**src/rtl/shift_counter_pkg.sv**
```systemverilog
// Shared constants and lock-FSM state type for the Johnson shift counter
// and its receive-side decoder.
package shift_counter_pkg;

  localparam int DEF_WIDTH      = 8;
  localparam int DEF_IDX_W      = $clog2(2 * DEF_WIDTH);
  localparam int DEF_LOCK_COUNT = 3;
  localparam int DEF_ERR_W      = 8;

  typedef enum logic [1:0] {
    HUNT   = 2'd0,
    CHECK  = 2'd1,
    LOCKED = 2'd2
  } lock_state_t;

endpackage

```
**src/rtl/shift_counter_decoder_johnson_decode.sv**
```systemverilog
// Combinational Johnson-code decoder: legality check plus conversion of a
// code word back to its position in the 2*WIDTH-state sequence.
module johnson_decode
  import shift_counter_pkg::*;
#(
  parameter int WIDTH = DEF_WIDTH,
  parameter int IDX_W = $clog2(2 * WIDTH)
) (
  input  logic [WIDTH-1:0] code,
  output logic             legal,
  output logic [IDX_W-1:0] index
);

  localparam int CW = IDX_W + 1;

  logic [WIDTH-2:0] edge_bits;
  logic [CW-1:0]    ones;
  logic [CW-1:0]    edges;

  // A legal code has at most one boundary between its run of 0s and 1s.
  genvar gi;
  generate
    for (gi = 0; gi < WIDTH - 1; gi++) begin : g_edge
      assign edge_bits[gi] = code[gi] ^ code[gi+1];
    end
  endgenerate

  always_comb begin
    ones  = '0;
    edges = '0;
    for (int i = 0; i < WIDTH; i++) begin
      ones = ones + CW'(code[i]);
    end
    for (int i = 0; i < WIDTH - 1; i++) begin
      edges = edges + CW'(edge_bits[i]);
    end
  end

  assign legal = (edges <= CW'(1));
  assign index = code[WIDTH-1] ? IDX_W'(2 * WIDTH - int'(ones)) : IDX_W'(ones);

endmodule

```
**src/rtl/shift_counter_decoder.sv**
```systemverilog
// Receive-side Johnson code checker: decodes the sampled code, tracks
// sequence lock with a HUNT/CHECK/LOCKED FSM and counts error events.
module shift_counter_decoder
  import shift_counter_pkg::*;
#(
  parameter int WIDTH      = DEF_WIDTH,
  parameter int IDX_W      = $clog2(2 * WIDTH),
  parameter int LOCK_COUNT = DEF_LOCK_COUNT,
  parameter int ERR_W      = DEF_ERR_W
) (
  input  logic             clk,
  input  logic             reset,
  input  logic [WIDTH-1:0] code,
  input  logic             code_vld,
  output logic [IDX_W-1:0] index,
  output logic             index_vld,
  output logic             illegal,
  output logic             seq_err,
  output logic             locked,
  output logic [ERR_W-1:0] err_cnt
);

  localparam int NSTATES = 2 * WIDTH;
  localparam int RUN_W   = $clog2(LOCK_COUNT + 1);

  logic             dec_legal;
  logic [IDX_W-1:0] dec_index;

  lock_state_t      state_reg, state_next;
  logic [RUN_W-1:0] run_reg, run_next;
  logic [IDX_W-1:0] prev_idx_reg, prev_idx_next, prev_inc;
  logic [IDX_W-1:0] index_reg, index_next;
  logic             index_vld_reg, index_vld_next;
  logic             illegal_reg, illegal_next;
  logic             seq_err_reg, seq_err_next;
  logic [ERR_W-1:0] err_cnt_reg, err_cnt_next;
  logic             same, next_ok, lose_lock;

  johnson_decode #(
    .WIDTH (WIDTH),
    .IDX_W (IDX_W)
  ) u_decode (
    .code  (code),
    .legal (dec_legal),
    .index (dec_index)
  );

  // Explicit wrap so non-power-of-two sequence lengths still compare correctly.
  assign prev_inc = (prev_idx_reg == IDX_W'(NSTATES - 1)) ? '0 : prev_idx_reg + IDX_W'(1);
  assign same     = (dec_index == prev_idx_reg);
  assign next_ok  = (dec_index == prev_inc);

  always_ff @(posedge clk) begin
    if (!reset) begin
      state_reg    <= HUNT;
      run_reg      <= '0;
      prev_idx_reg <= '0;
    end else begin
      state_reg    <= state_next;
      run_reg      <= run_next;
      prev_idx_reg <= prev_idx_next;
    end
  end

  always_comb begin
    state_next    = state_reg;
    run_next      = run_reg;
    prev_idx_next = prev_idx_reg;
    lose_lock     = 1'b0;
    if (code_vld) begin
      if (!dec_legal) begin
        lose_lock  = (state_reg == LOCKED);
        state_next = HUNT;
        run_next   = '0;
      end else begin
        prev_idx_next = dec_index;
        case (state_reg)
          HUNT: begin
            state_next = CHECK;
            run_next   = RUN_W'(1);
          end
          CHECK: begin
            // A repeated index is a stalled counter and leaves the run untouched.
            if (!same) begin
              if (next_ok) begin
                run_next = run_reg + RUN_W'(1);
                if (run_reg == RUN_W'(LOCK_COUNT - 1)) begin
                  state_next = LOCKED;
                end
              end else begin
                run_next = RUN_W'(1);
              end
            end
          end
          LOCKED: begin
            if (!(same || next_ok)) begin
              lose_lock  = 1'b1;
              state_next = HUNT;
              run_next   = '0;
            end
          end
          default: begin
            state_next = HUNT;
            run_next   = '0;
          end
        endcase
      end
    end
  end

  always_comb begin
    illegal_next   = code_vld && !dec_legal;
    index_vld_next = code_vld && dec_legal;
    seq_err_next   = lose_lock;
    index_next     = index_vld_next ? dec_index : index_reg;
    err_cnt_next   = err_cnt_reg;
    // Simultaneous illegal and seq_err are one event.
    if ((illegal_next || seq_err_next) && (err_cnt_reg != '1)) begin
      err_cnt_next = err_cnt_reg + ERR_W'(1);
    end
  end

  always_ff @(posedge clk) begin
    if (!reset) begin
      index_reg     <= '0;
      index_vld_reg <= 1'b0;
      illegal_reg   <= 1'b0;
      seq_err_reg   <= 1'b0;
      err_cnt_reg   <= '0;
    end else begin
      index_reg     <= index_next;
      index_vld_reg <= index_vld_next;
      illegal_reg   <= illegal_next;
      seq_err_reg   <= seq_err_next;
      err_cnt_reg   <= err_cnt_next;
    end
  end

  assign index     = index_reg;
  assign index_vld = index_vld_reg;
  assign illegal   = illegal_reg;
  assign seq_err   = seq_err_reg;
  assign locked    = (state_reg == LOCKED);
  assign err_cnt   = err_cnt_reg;

endmodule

```
**config.mk**
```make
export PLATFORM = sky130hd
export DESIGN_NAME = shift_counter_decoder
export DESIGN_NICKNAME = d
export VERILOG_FILES = /design/src/rtl/shift_counter_pkg.sv /design/src/rtl/shift_counter_decoder_johnson_decode.sv /design/src/rtl/shift_counter_decoder.sv
export SDC_FILE = /design/constraint.sdc
export NUM_CORES = 1
export LEC_CHECK = 0
export ABC_AREA = 0
export CAP_MARGIN = 10
export CORE_AREA = 3 3 67 69
export CTS_BUF_LIST = sky130_fd_sc_hd__clkbuf_16
export DETAILED_ROUTE_END_ITERATION = 6
export DIE_AREA = 0 0 70 72
export SYNTH_ARGS = -nofsm -noshare
export SYNTH_HDL_FRONTEND = slang
export SYNTH_SLANG_ARGS = --single-unit
```
**constraint.sdc**
```tcl
create_clock -name clk -period 9.7 [get_ports clk]
set_clock_uncertainty 0.2 [all_clocks]
set_input_delay 1.94 -clock clk [delete_from_list [all_inputs] [get_ports clk]]
set_output_delay 1.94 -clock clk [all_outputs]
set_load 0.01 [all_outputs]
```
### Yosys cells after proc, flatten, opt, wreduce, memory -nomap -nowiden

Cells that the tools add are included.

| operators by class | value |
|---|---|
| reductions and logical operators | 10 |
| add/subtract/negate cells | 17 |
| bitwise logic cells | 7 |
| muxes and demuxes | 16 |
| magnitude comparators | 1 |
| equality and inequality tests | 11 |

Operator list:

| kind | number |
|---|---|
| $add A5 B1 Y5 | 5 |
| $add A4 B1 Y4 | 6 |
| $mux W2 | 8 |
| $ne A3 B3 Y1 const B | 4 |
| $pmux W2 S3 | 2 |
| $add A8 B1 Y8 const B | 1 |
| $eq A4 B4 Y1 | 2 |
| $mux W4 | 2 |
| $ne A8 B8 Y1 const B | 1 |
| $xor A1 B1 Y1 | 7 |
| $le A5 B1 Y1 const B | 1 |
| $reduce_and A5 Y1 | 1 |
| $add A1 B1 Y2 | 2 |
| $add A4 B1 Y4 const B | 1 |
| $eq A2 B2 Y1 const B | 2 |
| $eq A4 B4 Y1 const B | 1 |
| $mux W1 | 4 |
| $sub A1 B4 Y4 const A | 1 |
| $logic_and A1 B1 Y1 | 3 |
| $reduce_and A3 Y1 | 1 |
| $add A2 B1 Y2 const B | 1 |
| $eq A2 B1 Y1 const B | 1 |
| $logic_not A2 Y1 | 1 |
| $logic_or A1 B1 Y1 | 2 |
| 2 further kinds | 2 |

| word-level totals | value |
|---|---|
| output and inout port bits | 16 |
| bits in registers | 23 |

### Logic depth before layout (Yosys ltp)

| depth | value |
|---|---|
| depth after elaboration | 17 |
| mapped depth | 15 |
| depth with buffers taken out | 15 |

### By module

Synthesis repeated with hierarchy kept, for this count alone.

| second synthesis, totals | value |
|---|---|
| cell total of the unflattened synthesis | 177 |
| area total of the unflattened synthesis | 1480.2 sq um |

Modules (own cells, without submodules):

| module | instances | cells an instance | area an instance (sq um) |
|---|---|---|---|
| shift_counter_decoder | 1 | 128 | 1057.3 |
| johnson_decode | 1 | 49 | 422.9 |

### Least setup slack after synthesis

No wires, ideal clock.

| path | value |
|---|---|
| path type | in2reg |
| from | input code[0] |
| to | register state_reg[1] |
| arrival | 5.668 ns |
| stages | 14 |
| path slack | 3.713 ns |
| path through | ha_1 -> inv_1 -> fa_1 -> fa_1 -> fa_1 -> fa_1 -> ha_1 -> nand2_1 -> a21o_1 -> nand3_1 -> or4b_4 -> o21ai_2 -> nor2_1 -> o221a_1 |

| on the way | value |
|---|---|
| cells in the longest elaborated chain, start to end | 13 |

RTL lines:

| element | RTL line | text |
|---|---|---|
| start: declaration | shift_counter_decoder.sv:13 | `input logic [WIDTH-1:0] code,` |
| $add A1 B1 Y2 | shift_counter_decoder_johnson_decode.sv:32 | `ones = ones + CW'(code[i]);` |
| $add A4 B1 Y4 (6 in series) | shift_counter_decoder_johnson_decode.sv:32 |  |
| $sub A1 B4 Y4 | shift_counter_decoder_johnson_decode.sv:40 | `assign index = code[WIDTH-1] ? IDX_W'(2 * WIDTH - int'(ones)) : IDX_W'(ones);` |
| $mux W4 | shift_counter_decoder_johnson_decode.sv:40 |  |
| $eq A4 B4 Y1, on equally long branches | shift_counter_decoder.sv:50, shift_counter_decoder.sv:51 |  |
| $logic_or A1 B1 Y1 | shift_counter_decoder.sv:96 | `if (!(same \|\| next_ok)) begin` |
| $ne A3 B3 Y1 (no source line) | -- |  |
| $reduce_and A5 Y1 (no source line) | -- |  |
| end signal: assignment | shift_counter_decoder.sv:59 | `state_reg <= state_next;` |
| end: declaration | shift_counter_decoder.sv:29 | `lock_state_t state_reg, state_next;` |

Parallel ways exist; a longest one is shown, timed or not.
A chain may end at the register's enable or synchronous reset.

### Worst setup path in the final report

Same ends and word-level chain as after synthesis.

==> summary.txt <==
Logic synthesis
  – Synth area leaders: dfxtp_1 (24%), fa_1 (8.8%), ha_1 (7.8%)
  – Yosys warning total: 0
  – Yosys top cell by area: dfxtp_1
  – Flop and latch count out of synthesis: 19
  – Top_reg_cell synth: dfxtp_1
  – Syn nets: 213
  – Syn_area_per_cell: 8.64 um^2
  – Share of flip-flops with an asynchronous set or reset: 0
  – Mapped Area: 1600 um^2
  – Syn Inst Count: 185
  – Synth top area share: 0.238
  – Part of the Yosys area used for sequential elements: 0.238
  – Post-synth cell types: 54
  – Post-synth EDFFs: 0

Cells and area
  – Filler cells: 382
  – Max reg flops: 8
  – Nets@finish: 241
  – Share of cells above drive strength 1: 0.0708
  – Diode count: 0
  – Most frequent cells in the layout: clkdlybuf4s50_1 (26), inv_1 (22), dfxtp_1 (19), nand2_1 (16), nor2_1 (14)
  – Area growth, synth to finish: 24.1%
  – Commonest non-fill, non-tap cell in the layout: clkdlybuf4s50_1
  – Cell Count, Final, Fillers Out: 262

Detailed routing
  – Vias: 1406
  – TritonRoute pass-1 iters: 4
  – Initial DRC count: 90
  – Via density: 5.37
  – Remaining antenna violation count: 0
  – DRC viols: 0
  – Detailed Route WL: 3520 um
  – Wirelength per Cell: 13.4 um

Clocking
  – Post-cts sizing count: 0
  – Clock root cell: clkbuf_16
  – Skew-Pair Late Insertion Delay: 0.26 ns
  – Max Buffers Root-to-Sink: 2
  – CTS H-Tree Depth: 1
  – Clk slew on worst S/H paths: 0.06 ns
  – Clock Sinks: 19
  – Cts bufs inserted: 3
  – Cts hold-fix bufs: 0
  – Post-CTS Setup Inserts: 0
  – CTS tree: yes

Timing
  – RSZ-0062 raised after global routing: false
  – Slew HR: 0.647
  – Final setup violation count: 0
  – Fmax: 155 MHz
  – Slew at the pin closest to its max-slew limit: 0.528 ns
  – Fin. max-slew vios: 0
  – Setup TNS Final: 0 ns
  – Final hold viol count: 0
  – Fin crit period: 6.44 ns
  – Hold Slack: 0.265 ns
  – Crit share post-route: 0.664

Critical path
  – WP data arrival: 6.39 ns
  – RR Startpoint: prev_idx_reg[1]
  – Startpoint types: input pin
  – R2r worst-path depth: 8
  – RR Endpoint: err_cnt[3]
  – R2R setup slack: 7.22 ns
  – Worst Path Max Fanout: 5
  – Worst Path Required: 9.65 ns
  – CP Capture Type: flip-flop
  – Worst Path Class, Setup: input pin to flip-flop

Power and ir drop
  – Peak VDD IR: 0.000113 V
  – PwrDens: 208 nW/um^2
  – P_leak: 0.851 nW
  – Total power: 413 uW

Worst hold path
  – Hold Crit Class: flip-flop to flip-flop
  – Hold Crit Depth: 2
  – Hold worst-path end: run_reg[1]
  – HP Start: run_reg[1]

Status
  – Outcome: finished, final reports clean

Placement
  – Placed instance count: 258
  – Dpl hpwl: 2860 um
  – Gp weighted congestion: 0.809
  – IO Port Bufs: 26

GRT
  – All-Layer GR Usage: 0.143
  – Initial antenna violation count: 0
  – Total grt overflow: 0
  – Vias in the first global route: 1320
  – First-pass GRT wire length: 6020 um
  – Largest net degree at the start of global routing: 17

Die
  – Chip height: 72 um
  – Row count: 23
  – Core area: 3970 um^2
  – Initial Util: 0.402
  – Full die area: 5040 um^2
  – Die W: 70 um
  – Top-level I/O count: 27

Run
  – Max_cap viols: 0
## worst max-delay path by stage
stage	from	endpoint	slack, ns	cells after the start
2_1_floorplan	code[0]	state_reg[1]	3.71	14
3_3_place_gp	code[0]	state_reg[1]	3.06	15
3_5_place_dp	code[0]	state_reg[1]	3.02	15
4_1_cts	code[0]	state_reg[1]	3.28	15
5_1_grt	code[0]	state_reg[1]	3.05	15
6_report	code[0]	state_reg[1]	3.26	15
## where the power goes
part | internal (mW) | switching (mW) | total, mW
clock | 0.0558 | 0.0315 | 0.0873
sequential | 0.0908 | 0.0149 | 0.106
combinational | 0.104 | 0.117 | 0.221
total | 0.250 | 0.163 | 0.413
## synth_stat cells, types with 2 or more instances
cell,count
nor3_1,2
nand2_1,16
o211a_1,2
a21oi_1,8
nand2b_1,6
xor2_1,2
nand3_1,4
xnor2_1,11
o21ai_0,4
o41ai_1,2
ha_1,10
dfxtp_1,19
and2b_2,2
fa_1,7
inv_1,22
nor2_1,14
a211oi_1,6
and3_1,3
mux2i_1,6
nand4_1,4
nor2b_1,2
## per-stage QoR
stage	util	setup slack, ns	cell area [um^2]
finish	0.499	3.26	1980
global route	0.499	3.05	1980
CTS	0.499	3.28	1980
detailed placement	0.479	3.02	1900
global placement	0.479	3.06	1900
floorplan	-	3.71	1600
## area by class of cell
class	count	area (um^2)	area share
multi-input cells	140	1110	0.560
flip-flops and latches	19	380	0.192
repair buffers	26	260	0.131
inverters	23	86.3	0.0435
clock buffers	3	75.1	0.0379
well taps	50	62.6	0.0315
clock inverters	1	7.51	0.00379
## worst max-delay path: stages
cell,delay (ns)
clkdlybuf4s50_1,0.45
ha_1,0.31
inv_1,0.09
fa_1,0.43
fa_1,0.46
fa_1,0.43
fa_1,0.57
ha_1,0.25
nand2_1,0.15
a21o_1,0.14
nand3_1,0.09
or4b_4,0.56
o21ai_2,0.22
nor2_1,0.08
o221a_1,0.23
## routing by layer
layer	share of wire	vias up	track usage
li1	-	706	-
met1	0.45	662	0.193
met2	0.48	34	0.238
met3	0.052	4	0.0291
met4	0.0094	0	0.0319
met5	0	-	0
## logic make-up after synthesis
kind of cell,Yosys count,share of synthesized area
AOI/OAI and AO/OA,40,0.191
xor gates and xnor gates,15,0.0955
adders and majority gates,17,0.166
buffers and inverters,26,0.0666
DFF,19,0.238
muxes,6,0.0376
and+or+nand+nor,62,0.205
(Power assumes the default switching activity.)
